===== src/rtl/matrix_result_streamer.sv =====
// Streams one captured packed matrix out row-major, one signed element per beat.
// First element is valid one cycle after load acceptance; out_ready low stalls with all outputs held.
module matrix_result_streamer #(
   parameter  int ELEM_W  = 8,
   parameter  int MAX_DIM = 5,
   localparam int RC_W    = $clog2(MAX_DIM),
   localparam int DIM_W   = $clog2(MAX_DIM + 1),
   localparam int K_W     = $clog2(MAX_DIM * MAX_DIM),
   localparam int VEC_W   = MAX_DIM * MAX_DIM * ELEM_W
) (
   input  logic              clk,
   input  logic              rst_n,
   input  logic              load_valid,
   output logic              load_ready,
   input  logic [VEC_W-1:0]  load_matrix,
   input  logic [1:0]        load_size,
   input  logic              load_overflow,
   output logic              out_valid,
   input  logic              out_ready,
   output logic [ELEM_W-1:0] out_data,
   output logic [RC_W-1:0]   out_row,
   output logic [RC_W-1:0]   out_col,
   output logic              out_last,
   output logic              out_overflow,
   output logic              busy
);

   typedef enum logic {IDLE, STREAM} state_t;

   state_t             state_q, state_d;
   logic               armed_q;
   logic [VEC_W-1:0]   mat_q;
   logic [DIM_W-1:0]   dim_q;
   logic [RC_W-1:0]    row_q, col_q;
   logic [K_W-1:0]     k_q;
   logic               ovf_q;
   logic               capture, advance;
   logic               col_end, row_end;

   assign col_end = (col_q == RC_W'(dim_q - 1'b1));
   assign row_end = (row_q == RC_W'(dim_q - 1'b1));

   always_comb begin
      state_d    = state_q;
      capture    = 1'b0;
      advance    = 1'b0;
      load_ready = 1'b0;
      out_valid  = 1'b0;
      busy       = 1'b0;
      case (state_q)
         IDLE: begin
            // armed_q keeps load_ready low until the first edge after reset release
            load_ready = armed_q;
            if (load_valid && armed_q) begin
               capture = 1'b1;
               state_d = STREAM;
            end
         end
         STREAM: begin
            out_valid = 1'b1;
            busy      = 1'b1;
            if (out_ready) begin
               advance = 1'b1;
               if (col_end && row_end)
                  state_d = IDLE;
            end
         end
         default: state_d = IDLE;
      endcase
   end

   always_ff @(posedge clk or negedge rst_n) begin
      if (!rst_n) begin
         state_q <= IDLE;
         armed_q <= 1'b0;
      end else begin
         state_q <= state_d;
         armed_q <= 1'b1;
      end
   end

   always_ff @(posedge clk or negedge rst_n) begin
      if (!rst_n) begin
         mat_q <= '0;
         dim_q <= '0;
         ovf_q <= 1'b0;
         row_q <= '0;
         col_q <= '0;
         k_q   <= '0;
      end else if (capture) begin
         mat_q <= load_matrix;
         dim_q <= DIM_W'(load_size) + DIM_W'(2);
         ovf_q <= load_overflow;
         row_q <= '0;
         col_q <= '0;
         k_q   <= '0;
      end else if (advance) begin
         // k tracks row*dim+col so the element mux needs no multiplier
         if (col_end) begin
            col_q <= '0;
            row_q <= row_end ? '0 : row_q + 1'b1;
         end else begin
            col_q <= col_q + 1'b1;
         end
         k_q <= (col_end && row_end) ? '0 : k_q + 1'b1;
      end
   end

   assign out_data     = mat_q[k_q*ELEM_W +: ELEM_W];
   assign out_row      = row_q;
   assign out_col      = col_q;
   assign out_last     = (state_q == STREAM) && col_end && row_end;
   assign out_overflow = ovf_q;

endmodule


===== config.mk =====
export PLATFORM = sky130hd
export DESIGN_NAME = matrix_result_streamer
export DESIGN_NICKNAME = d
export VERILOG_FILES = /design/src/rtl/matrix_result_streamer.sv
export SDC_FILE = /design/constraint.sdc
export NUM_CORES = 1
export LEC_CHECK = 0
export CAP_MARGIN = 30
export CORE_MARGIN = 2
export CORE_UTILIZATION = 46
export CTS_BUF_LIST = sky130_fd_sc_hd__clkbuf_16
export DETAILED_ROUTE_END_ITERATION = 8
export PLACE_DENSITY_LB_ADDON = 0.15
export SLEW_MARGIN = 40
export SYNTH_ARGS = -nofsm -noshare
export SYNTH_HDL_FRONTEND = slang
export SYNTH_SLANG_ARGS = --single-unit

===== constraint.sdc =====
create_clock -name clk -period 1.9 [get_ports clk]
set_input_delay 0.475 -clock clk [delete_from_list [all_inputs] [get_ports clk]]
set_output_delay 0.475 -clock clk [all_outputs]
set_load 0.03 [all_outputs]

==> flow_summary_export.csv <==
group,metric,value,unit
layout,drive_gt1_share,14.2,%
cts,clk_path_buf_depth,3,
cts,htreeDepth,1,
sta,fin_ws,-0.943,ns
die,die_h,152,um
critical_path,path_delay_family,"multiplexers",
sta,final.min_clock_period,2.84,ns
routing,totalWireLength,28500,um
cts,insertion_delay,0.50,ns
placement,dp.cells,1615,
synth,yosysWarnings,0,
routing,drt_pre_antenna_iters,7,
routing,drc,0,
global_routing,grt_max_degree,71,
critical_path,crit_path_frequent_cell,"buf_12",
cts,cts.sinks,217,
placement,place_congestion,0.907,
critical_path,critPathBufInv,2,
critical_path,crit_path_cell_trace,"buf_12 -> mux4_2 -> a22o_1 -> nand2_2 -> nand4_1 -> buf_12",
power,leakagePower,6.93,nW
synth,seq_area_frac_synth,53.9,%
run_status,status,"complete, but fails checks",
cts,cts-root-buf,"clkbuf_16",
synth,syn-num-nets,1320,
routing,viasPerCell,5.10,
die,fp.dieW,152,um
critical_path,cp_max_fo,8,
critical_path,crit_slowest_cell,"mux4_2",
critical_path,cp_slowest_stage_delay,0.51,ns
die,initial_core_util,46.6,%
synth,synth_cell_types,44,
routing,wl_per_cell,17.2,um
layout,layout.nets,1579,
placement,port_buffers,225,
global_routing,met2_usage,40.4,%
critical_path,worstSetupPathType,"register to primary output",
run,maxCapViolations,0,
die,core_area,21600,sq um
routing,antenna_left,0,
sta,slew_violations,0,
routing,vias,8469,
sta,fin_worst_skew,0.00845,ns
global_routing,grt_use_total,24.7,%
die,io_pins,226,
layout,multi_input_area,4520,sq um
global_routing,grt_pass1_vias,8668,
die,row_count,54,
cts,clk_pin_slew,0.06,ns
global_routing,gr-max-usage-layer,"met2",
sta,setup_violations,9,
sta,final-hold-violation-count,0,
hold_path,hold_class,"register to register",
critical_path,cp.required,1.42,ns
critical_path,endpoint_kind,"primary output",
cts,cts_buffers,23,
layout,layout_common_cells,"630 x nand2_1, 214 x dfrtp_1, 205 x clkdlybuf4s50_1, 53 x buf_4, 31 x mux4_2",
global_routing,grt_use_met1,34.5,%
layout,final_common_cell,"nand2_1",
sta,fmax,352,MHz
sta,setup_tns,-7.78,ns
critical_path,cp-start-kind,"register",
layout,register_area,5440,sq um
synth,netlist_area,10100,sq um
placement,pre_cts_slack,-0.453,ns
power,power.density,1560,nW/um^2
layout,fin_cells,1662,
global_routing,use_met3,4.45,%
run_status,violations,"setup timing",
sta,period_share,150,%
die,fp.dieArea,23100,sq um
synth,netlist_instances,1109,
layout,finalInstanceArea,14200,sq um
synth,ys_seq_elements,217,
cts,cts_tree,"yes",
global_routing,antenna_found_initial,0,
global_routing,overflow,0,
global_routing,grt_pass1_wl,46100,um
layout,area_growth,41.0,%
sta,rsz0062_at_grt,"true",
routing,drt_iter0_drc,534,
critical_path,arrival,2.37,ns
placement,dpl.hpwl,21500,um
placement,dpl-instance-area,13300,sq um
layout,fillers,1779,
synth,syn_avg_cell_area,9.08,sq um
power,ir_drop,786,uV
layout,diodes,0,
==> where the power goes <==
group / leakage, nW / switching [mW] / internal [mW]
Sequential: 2.71 / 1.55 / 6.75
Clock: 0.351 / 1.76 / 2.44
Combinational: 3.87 / 4.67 / 4.91
==> path summary, 6_finish.rpt <==
path,slack [ns],startpoint,cells after the start,end
hold / removal,0.47,mat_q[105],2,mat_q[105]
setup reg to reg,0.11,k_q[0],8,k_q[4]
hold reg to reg,0.47,mat_q[105],2,mat_q[105]
min in group asynchronous,0.49,rst_n,2,out_row[2]
setup / recovery,-0.94,k_q[0],6,out_data[5]
max in group asynchronous,0.75,rst_n,3,mat_q[102]
==> per-stage QoR <==
step | hold WS [ns] | utilization, % | total power [mW]
after global routing | 0.495 | 65.6 | 23.5
after global placement | 0.441 | 61.6 | 17.4
after CTS | 0.476 | 65.2 | 22.0
after detailed placement | 0.436 | 61.6 | 17.6
after floorplan | 0.179 | - | 13.7
final | 0.472 | 65.6 | 22.1
==> registers in the layout, summed over array words and instances, names as in the netlist <==
register / flops
k_q: 5
out_row: 3
mat_q: 200
dim_q: 3
armed_q: 1
out_col: 3
out_overflow: 1
state_q: 1
==> timing repair <==
item                                    4_1_cts  5_1_grt
endpoints found under the hold margin        49        0
cloned                                        0        1
hold buffers                                  1        0
endpoints found under the setup margin       19       11
buffers inserted                              3        3
pin swaps                                     8       11
gates resized for setup                      29       14
==> kinds of logic (layout without fill, tap and decap cells) <==
group	after synthesis	count (layout)	synth area share (%)
buffers and inverters	71	344	3.11
multiplexers	66	66	10.5
other	1	1	0.0372
XOR/XNOR	8	8	1.02
flip-flops	217	217	53.9
adder cells (fa/ha/maj)	4	4	0.497
AND/OR/NAND/NOR	683	683	26.7
AO/OA/AOI/OAI	59	59	4.20
==> layer usage <==
layer | vias to the layer above | part of all wire, %
li1 | 4102 | -
met1 | 4061 | 44
met2 | 261 | 48
met3 | 45 | 5.9
met4 | 0 | 2.3
met5 | - | 0
==> cell usage after synthesis <==
library cell  number  area share, %
nor2b_1            9           0.56
xor2_1             4           0.35
nand3_1           14           0.70
a22oi_1           12           0.89
nand4_1            7           0.43
conb_1             1          0.037
and4bb_4           1           0.16
o31ai_1            2           0.15
clkbuf_1          49            1.8
and3_1             1          0.062
nor4b_4            1           0.24
a211oi_1           4           0.30
mux2i_1           25            2.5
nand3b_1           1          0.075
a221oi_1           2           0.17
and3b_1            1          0.087
nor2_1             7           0.26
inv_1              3           0.11
o22ai_1            3           0.19
a31oi_1            2           0.12
or3b_2             1          0.087
o21bai_1           1          0.075
a311oi_1           2           0.17
a32oi_1            1          0.087
and2_0             1          0.062
nand2_1          636             24
xnor3_4            1           0.26
xnor2_1            2           0.17
a22o_1             6           0.52
mux2_2            10            1.1
buf_2              7           0.35
a2111oi_0          2           0.17
a21oi_1            6           0.30
xor3_1             1           0.24
dfrtp_1          217             54
buf_4              6           0.45
a32o_1             5           0.50
and4bb_2           1           0.12
buf_1              4           0.15
mux4_2            31            6.9
and2_1             2           0.12
o21ai_0           11           0.55
ha_1               4           0.50
buf_6              2           0.22
==> cell type report <==
class / instances / area share (%)
flip-flops and latches: 217 / 38.3
multi-input cells: 821 / 31.8
repair buffers: 302 / 22.4
clock buffers: 23 / 4.06
well taps: 280 / 2.47
clock inverters: 16 / 0.802
inverters: 3 / 0.0793
==> worst reg2reg max path, cell delays in order (launching register included) <==
cell and delay (ns):
dfrtp_2 0.46, buf_12 0.17, buf_12 0.16, buf_4 0.15, ha_1 0.21, and3_1 0.20, nand3_1 0.07, o21ai_0 0.08
a211oi_1 0.20
Power figures use the tool's default switching activity.
